$ cat config.mk
export PLATFORM = sky130hd
export DESIGN_NAME = icache_flat
export DESIGN_NICKNAME = d
export VERILOG_FILES = /design/src/rtl/icache_pkg.sv /design/src/rtl/icache_if.sv /design/src/rtl/icache_array.sv /design/src/rtl/icache.sv /design/src/flat_wrapper.sv
export SDC_FILE = /design/constraint.sdc
export NUM_CORES = 2
export LEC_CHECK = 0
export ABC_AREA = 0
export BUFFER_PORTS_ARGS = -buffer_cell sky130_fd_sc_hd__buf_2
export CAP_MARGIN = 20
export CORE_MARGIN = 2
export CORE_UTILIZATION = 40
export DETAILED_ROUTE_END_ITERATION = 12
export SLEW_MARGIN = 10
export SYNTH_ARGS = -nofsm -noshare
export SYNTH_HDL_FRONTEND = slang
export SYNTH_SLANG_ARGS = --single-unit
$ cat constraint.sdc
create_clock -name clk -period 14.8 [get_ports clk]
set_input_delay 2.96 -clock clk [delete_from_list [all_inputs] [get_ports clk]]
set_output_delay 2.96 -clock clk [all_outputs]
set_load 0.02 [all_outputs]
$ cat src/rtl/icache_pkg.sv
// Shared definitions for the direct-mapped instruction cache: state encoding,
// boolean constants and the default line-count exponent.
package icache_pkg;

    localparam bit TRUE  = 1'b1;
    localparam bit FALSE = 1'b0;

    localparam int ICACHE_INDEX_BITS = 6;

    typedef enum logic {
        ICACHE_IDLE = 1'b0,
        ICACHE_MISS = 1'b1
    } icache_state_e;

endpackage

$ cat src/rtl/icache_if.sv
// Fetch-side and mem_ctrl-side signal bundle of the instruction cache.
// master = cache view, slave = fetch stage / mem_ctrl view.
interface icache_if;

    logic        fetch_req;
    logic [31:0] fetch_pc;
    logic        inst_valid;
    logic [31:0] inst_out;
    logic [31:0] inst_pc;
    logic        busy;
    logic        inst_IF_req;
    logic [31:0] inst_IF_addr;
    logic        inst_IF_flag;
    logic [31:0] inst_IF;

    modport master (
        input  fetch_req, fetch_pc, inst_IF_flag, inst_IF,
        output inst_valid, inst_out, inst_pc, busy, inst_IF_req, inst_IF_addr
    );

    modport slave (
        output fetch_req, fetch_pc, inst_IF_flag, inst_IF,
        input  inst_valid, inst_out, inst_pc, busy, inst_IF_req, inst_IF_addr
    );

endinterface

$ cat src/rtl/icache_array.sv
// Line storage: valid bits, tags and one instruction word per line.
// Combinational read port, synchronous write port, valid bits cleared on rst.
module icache_array #(
    parameter int INDEX_BITS = 6,
    parameter int TAG_BITS   = 30 - INDEX_BITS
) (
    input  logic                  clk,
    input  logic                  rst,
    input  logic [INDEX_BITS-1:0] rd_idx,
    output logic                  rd_valid,
    output logic [TAG_BITS-1:0]   rd_tag,
    output logic [31:0]           rd_data,
    input  logic                  we,
    input  logic [INDEX_BITS-1:0] wr_idx,
    input  logic [TAG_BITS-1:0]   wr_tag,
    input  logic [31:0]           wr_data
);

    localparam int LINES = 1 << INDEX_BITS;

    logic [LINES-1:0]    valid_reg;
    logic [TAG_BITS-1:0] tag_mem  [LINES];
    logic [31:0]         data_mem [LINES];

    generate
        for (genvar gi = 0; gi < LINES; gi++) begin : g_valid
            always_ff @(posedge clk) begin
                if (rst) begin
                    valid_reg[gi] <= 1'b0;
                end else if (we && (wr_idx == INDEX_BITS'(gi))) begin
                    valid_reg[gi] <= 1'b1;
                end
            end
        end
    endgenerate

    // Tag/data carry no reset: a line is only trusted once its valid bit is set.
    always_ff @(posedge clk) begin
        if (we) begin
            tag_mem[wr_idx]  <= wr_tag;
            data_mem[wr_idx] <= wr_data;
        end
    end

    assign rd_valid = valid_reg[rd_idx];
    assign rd_tag   = tag_mem[rd_idx];
    assign rd_data  = data_mem[rd_idx];

endmodule

$ cat src/rtl/icache.sv
// Direct-mapped instruction cache between fetch and mem_ctrl, one word per line.
// Optional hit/miss counters are built when ICACHE_STATS_EN is defined.
module icache
    import icache_pkg::*;
#(
    parameter int INDEX_BITS = ICACHE_INDEX_BITS,
    parameter int TAG_BITS   = 30 - INDEX_BITS
) (
    input  logic        clk,
    input  logic        rst,
    input  logic        rdy,
    input  logic        jump_wrong_flag,
    icache_if.master    bus
`ifdef ICACHE_STATS_EN
    ,
    output logic [31:0] hit_cnt,
    output logic [31:0] miss_cnt
`endif
);

    icache_state_e state_reg, state_next;
    logic [31:0]   miss_pc_reg, miss_pc_next;
    logic          pend_reg, pend_next;
    logic          inst_valid_reg, inst_valid_next;
    logic [31:0]   inst_out_reg, inst_out_next;
    logic [31:0]   inst_pc_reg, inst_pc_next;

    logic                  fill;
    logic                  hit;
    logic                  hit_acc;
    logic                  miss_acc;
    logic [INDEX_BITS-1:0] rd_idx;
    logic                  rd_valid;
    logic [TAG_BITS-1:0]   rd_tag;
    logic [31:0]           rd_data;

    // A deferred response re-reads its own line, which was filled when the flag arrived.
    assign rd_idx = pend_reg ? miss_pc_reg[INDEX_BITS+1:2] : bus.fetch_pc[INDEX_BITS+1:2];
    assign hit    = rd_valid && (rd_tag == bus.fetch_pc[31:INDEX_BITS+2]);
    assign fill   = (state_reg == ICACHE_MISS) && bus.inst_IF_flag;

    icache_array #(
        .INDEX_BITS (INDEX_BITS),
        .TAG_BITS   (TAG_BITS)
    ) u_array (
        .clk      (clk),
        .rst      (rst),
        .rd_idx   (rd_idx),
        .rd_valid (rd_valid),
        .rd_tag   (rd_tag),
        .rd_data  (rd_data),
        .we       (fill),
        .wr_idx   (miss_pc_reg[INDEX_BITS+1:2]),
        .wr_tag   (miss_pc_reg[31:INDEX_BITS+2]),
        .wr_data  (bus.inst_IF)
    );

    always_comb begin
        state_next      = state_reg;
        miss_pc_next    = miss_pc_reg;
        pend_next       = pend_reg;
        inst_valid_next = FALSE;
        inst_out_next   = inst_out_reg;
        inst_pc_next    = inst_pc_reg;
        hit_acc         = FALSE;
        miss_acc        = FALSE;

        // The fill itself is not gated here: a flush coinciding with the flag still writes the line.
        if (jump_wrong_flag) begin
            state_next = ICACHE_IDLE;
            pend_next  = FALSE;
        end else begin
            case (state_reg)
                ICACHE_IDLE: begin
                    if (rdy) begin
                        if (pend_reg) begin
                            inst_valid_next = TRUE;
                            inst_out_next   = rd_data;
                            inst_pc_next    = miss_pc_reg;
                            pend_next       = FALSE;
                        end else if (bus.fetch_req) begin
                            if (hit) begin
                                inst_valid_next = TRUE;
                                inst_out_next   = rd_data;
                                inst_pc_next    = bus.fetch_pc;
                                hit_acc         = TRUE;
                            end else begin
                                state_next   = ICACHE_MISS;
                                miss_pc_next = {bus.fetch_pc[31:2], 2'b00};
                                miss_acc     = TRUE;
                            end
                        end
                    end
                end
                ICACHE_MISS: begin
                    if (bus.inst_IF_flag) begin
                        state_next = ICACHE_IDLE;
                        if (rdy) begin
                            inst_valid_next = TRUE;
                            inst_out_next   = bus.inst_IF;
                            inst_pc_next    = miss_pc_reg;
                        end else begin
                            pend_next = TRUE;
                        end
                    end
                end
                default: state_next = ICACHE_IDLE;
            endcase
        end
    end

    always_ff @(posedge clk) begin
        if (rst) begin
            state_reg      <= ICACHE_IDLE;
            miss_pc_reg    <= '0;
            pend_reg       <= FALSE;
            inst_valid_reg <= FALSE;
            inst_out_reg   <= '0;
            inst_pc_reg    <= '0;
        end else begin
            state_reg      <= state_next;
            miss_pc_reg    <= miss_pc_next;
            pend_reg       <= pend_next;
            inst_valid_reg <= inst_valid_next;
            inst_out_reg   <= inst_out_next;
            inst_pc_reg    <= inst_pc_next;
        end
    end

    assign bus.inst_valid   = inst_valid_reg;
    assign bus.inst_out     = inst_out_reg;
    assign bus.inst_pc      = inst_pc_reg;
    assign bus.inst_IF_req  = (state_reg == ICACHE_MISS);
    assign bus.inst_IF_addr = miss_pc_reg;
    // Fetch stays held off until a stalled response has been delivered.
    assign bus.busy         = (state_reg == ICACHE_MISS) || pend_reg;

`ifdef ICACHE_STATS_EN
    logic [31:0] hit_cnt_reg;
    logic [31:0] miss_cnt_reg;

    always_ff @(posedge clk) begin
        if (rst) begin
            hit_cnt_reg  <= '0;
            miss_cnt_reg <= '0;
        end else begin
            if (hit_acc && (hit_cnt_reg != 32'hFFFF_FFFF)) begin
                hit_cnt_reg <= hit_cnt_reg + 32'd1;
            end
            if (miss_acc && (miss_cnt_reg != 32'hFFFF_FFFF)) begin
                miss_cnt_reg <= miss_cnt_reg + 32'd1;
            end
        end
    end

    assign hit_cnt  = hit_cnt_reg;
    assign miss_cnt = miss_cnt_reg;
`else
    logic unused_stats;
    assign unused_stats = hit_acc ^ miss_acc;
`endif

endmodule

$ cat src/flat_wrapper.sv
// flat-port wrapper written by rule: the top's interface ports become plain ports
module icache_flat import icache_pkg::*;
#(
    parameter int INDEX_BITS = ICACHE_INDEX_BITS,
    parameter int TAG_BITS   = 30 - INDEX_BITS
)
  (clk, rst, rdy, jump_wrong_flag, bus_fetch_req, bus_fetch_pc, bus_inst_IF_flag, bus_inst_IF, bus_inst_valid, bus_inst_out, bus_inst_pc, bus_busy, bus_inst_IF_req, bus_inst_IF_addr);
  icache_if bus_i ();
  input  logic clk;
  input  logic rst;
  input  logic rdy;
  input  logic jump_wrong_flag;
  input wire logic [$bits(bus_i.fetch_req)-1:0] bus_fetch_req;
  input wire logic [$bits(bus_i.fetch_pc)-1:0] bus_fetch_pc;
  input wire logic [$bits(bus_i.inst_IF_flag)-1:0] bus_inst_IF_flag;
  input wire logic [$bits(bus_i.inst_IF)-1:0] bus_inst_IF;
  output wire logic [$bits(bus_i.inst_valid)-1:0] bus_inst_valid;
  output wire logic [$bits(bus_i.inst_out)-1:0] bus_inst_out;
  output wire logic [$bits(bus_i.inst_pc)-1:0] bus_inst_pc;
  output wire logic [$bits(bus_i.busy)-1:0] bus_busy;
  output wire logic [$bits(bus_i.inst_IF_req)-1:0] bus_inst_IF_req;
  output wire logic [$bits(bus_i.inst_IF_addr)-1:0] bus_inst_IF_addr;
  assign bus_i.fetch_req = bus_fetch_req;
  assign bus_i.fetch_pc = bus_fetch_pc;
  assign bus_i.inst_IF_flag = bus_inst_IF_flag;
  assign bus_i.inst_IF = bus_inst_IF;
  assign bus_inst_valid = bus_i.inst_valid;
  assign bus_inst_out = bus_i.inst_out;
  assign bus_inst_pc = bus_i.inst_pc;
  assign bus_busy = bus_i.busy;
  assign bus_inst_IF_req = bus_i.inst_IF_req;
  assign bus_inst_IF_addr = bus_i.inst_IF_addr;
  icache #(.INDEX_BITS(INDEX_BITS), .TAG_BITS(TAG_BITS)) u_core (.clk(clk), .rst(rst), .rdy(rdy), .jump_wrong_flag(jump_wrong_flag), .bus(bus_i));
endmodule
==> summary.txt <==
Route
  • DR WL met3: 72600 um
  • DR vias: 114000
  • Top sig layer: met5
  • DRT iter0 DRCs: approximately 19000
  • DRC: 0
  • Vias per cell: 6.30
  • Post-route ant nets: 0
  • Routed WL: between 500000 and 600000 um
  • WL per Instance: roughly 32 um
  • DRT Pass-1 Iters: 10
  • Met1 Wirelength: ~220000 um
  • DR WL met2: 256000 um

Power
  • Worst VDD drop: 0.0000983 V
  • Static Leak: 56.8 nW
  • Switching Fraction: 24.0%
  • Logic pwr share: 7.6%
  • PwrDens: between 100 and 150 nW/um^2
  • Clock Power Share: roughly 42%
  • Internal power: 17.3 mW
  • Switching Power: 5.47 mW
  • Reg power frac: between 50% and 60%

Flow run
  • Max cap viols: 0

Yosys
  • Mapped Area: around 160000 um^2
  • Mapped Avg Cell Area: 12.4 um^2
  • Fraction of the mapped netlist area in simple logic gates: about 14%
  • Mux cell area share after synthesis: 0.901%
  • Main synth FF type: edfxtp_1
  • Post-synth cell types: 94
  • Async SR Flop Fraction: 0%
  • Share of the synthesized area in the top cell type: 69.4%
  • Post-synth EDFFs: 3584
  • Post-synthesis xor/xnor area fraction: less than 1%
  • Top cells by count, synth: edfxtp_1 (3584), nand2_1 (2401), nand3_1 (1661)
  • Leading area contributor after synthesis: edfxtp_1
  • Area share of fa/ha/maj cells after synthesis: 0.0161%
  • Sequential area share after synthesis: 71.4%
  • Synth warnings: 0
  • Seq cells post-synth: 3745
  • Most frequent cell after synthesis: edfxtp_1
  • Largest family of logic cells by synthesized area: simple AND/OR/NAND/NOR gates
  • Top post-synthesis cells by area: edfxtp_1 (69%), nand2_1 (5.8%), nand3_1 (5.4%)
  • Synth Area in Compound Gates: 10.2%
  • Cells after synthesis: approximately 13000

Worst setup path
  • Req. time, crit path: 15.68 ns
  • Startpoint types: input port
  • Largest fanout on the critical path: 71
  • Worst Path Arrival: 11.41 ns
  • CP Capture Type: flop
  • CP Class: in -> reg
  • Reg2Reg Depth: 19

GRT
  • Overflow left after global routing: 0
  • Largest net degree at the start of global routing: 210
  • First-pass GRT wire length: 805000 um
  • Initial antenna violation count: 46
  • Vias in the first global route: 102000
  • GRT Total Usage: roughly 29%

Place
  • RePlAce Congestion: about 0.91
  • Post-DP Area: 162000 um^2
  • Number of I/O port buffers: 166
  • Dpl hpwl: 313000 um

Clock network
  • Clk sinks: 3745
  • H-tree depth: 5
  • CTS resizes: 0
  • Clock Tree Root: clkbuf_16
  • Clock latency on the worst-skew pair: 1.00 ns
  • Cts hold-fix bufs: 0
  • TritonCTS clock tree: built
  • Inserted Clock Buffers: 377
  • Clk pin slew, worst setup/hold paths: 0.06 ns
  • CTS max path bufs: 4
  • Post-CTS Setup Bufs: 0

STA
  • Hold violation count in the final report: 0
  • Fmax: 95.0 MHz
  • Final period utilization: 71.1%
  • Post-route setup TNS: 0 ns
  • Fin Clk Skew: 0.0672 ns
  • Worst-Margin Slew: ~1.4 ns
  • RSZ-0062 raised after global routing: no
  • Max Slew Vio Count: 0
  • Slew HR: 7.81%
  • Tmin final: between 10 and 15 ns
  • Final setup fails: 0

Run status
  • Status: finished, final reports clean

Final layout
  • Max FFs per register: 2048
  • Layout cells sized above 1: 9.74%
  • Layout Cell Area excl Fill: about 170000 um^2
  • Area grow syn2layout: 12.4%
  • FILL cells: 34400
  • Nets@finish: 12600
  • Final core utilization: 45.2%

Min path
  • Hold Path Depth: 1
  • Hold WC Path Type: reg -> reg

Floorplan
  • Core Area: 386000 um^2
  • Die Span Y: 627 um
  • Initial cell density of the core: 40.2%
  • Rows: approximately 230
  • Die ar.: 393000 um^2
  • # IOs: 169
  • Die width: 627 um
## layout by cell type (no fill, tap or decap), types with 80 or more instances in the layout
master and n:
edfxtp_1 3584, nand2_1 2396, nand3_1 1661, nor2_1 622
o21ai_0 566, a21oi_1 477, clkbuf_16 386, buf_4 364
a311oi_1 231, o22ai_1 211, a211oi_1 196, buf_2 164
o211ai_1 144, dfxtp_1 133, mux2i_1 113, inv_1 108
nor3_1 96, nor2b_1 84, a31oi_1 82, clkbuf_1 81
clkinv_2 80
## critical path, cell delays in order
cell      delay, ns
clkbuf_8       0.49
mux2_8         0.84
buf_4          0.74
buf_4          0.78
nand2_1        0.12
a32oi_1        0.21
o21ai_0        0.09
o22ai_1        0.24
o21ai_1        0.16
xor2_1         0.53
a41oi_1        0.53
nor4_2         0.51
nand4_4        0.49
o21ai_4        0.67
buf_4          0.65
buf_4          0.59
a21oi_1        0.16
a311oi_1       0.32
## worst paths after layout
check	to	startpoint	slack [ns]
max	u_core.bus.inst_out[18]$_SDFFE_PP0P_	bus_fetch_pc[3]	4.28
min	u_core.bus.inst_pc[1]$_SDFFE_PP0P_	u_core.bus.inst_pc[1]$_SDFFE_PP0P_	0.46
max reg2reg	u_core.bus.inst_out[18]$_SDFFE_PP0P_	u_core.pend_reg$_SDFFE_PP0P_	4.99
min reg2reg	u_core.bus.inst_pc[1]$_SDFFE_PP0P_	u_core.bus.inst_pc[1]$_SDFFE_PP0P_	0.46
## final cells by class
type	count	area (um^2)	share of cell area, %
Timing Repair Buffer	555	4040	2.31
Tap cell	5175	6470	3.71
Multi-Input combinational cell	7719	40600	23.3
Clock inverter	204	1690	0.971
Sequential cell	3745	111000	63.6
Antenna cell	25	62.6	0.0359
Inverter	110	413	0.237
Clock buffer	486	10200	5.86
## logic make-up (layout without fill, tap and decap cells)
group / after synthesis / count (layout)
AND/OR/NAND/NOR: 5166 / 5166
flip-flops: 3745 / 3745
AO/OA/AOI/OAI: 2397 / 2397
buffers and inverters: 1074 / 1355
multiplexers: 131 / 131
XOR/XNOR: 21 / 21
adder cells (fa/ha/maj): 2 / 2
other: 1 / 27
## metrics by stage
| step | hold slack, ns | cells | power, mW | setup WS, ns |
|---|---|---|---|---|
| final | 0.456 | 18000 | 22.7 | 4.28 |
| after global routing | 0.479 | 18000 | 23.2 | 4.17 |
| after CTS | 0.459 | 18000 | 22.7 | 4.94 |
| after detailed placement | 0.443 | 17300 | 13.5 | 3.96 |
| after global placement | 0.444 | 17300 | 13.5 | 3.99 |
| after floorplan | 0.435 | 12500 | 12.7 | 6.97 |
## power by group through the flow
stage          combinational, mW  clock, mW  sequential [mW]
6_report                    1.72       9.43             11.6
5_1_grt                     1.80       9.85             11.6
4_1_cts                     1.66       9.45             11.6
3_3_place_gp                1.65          0             11.8
3_5_place_dp                1.66          0             11.8
2_1_floorplan              0.905          0             11.8
## layer usage
| metal | vias to the layer above | track usage, % |
|---|---|---|
| li1 | 46900 | - |
| met1 | 56700 | 38.6 |
| met2 | 8167 | 43.2 |
| met3 | 1652 | 6.47 |
| met4 | 22 | 16.2 |
| met5 | - | 0.259 |
No activity file was read; power rests on OpenSTA's default activity.
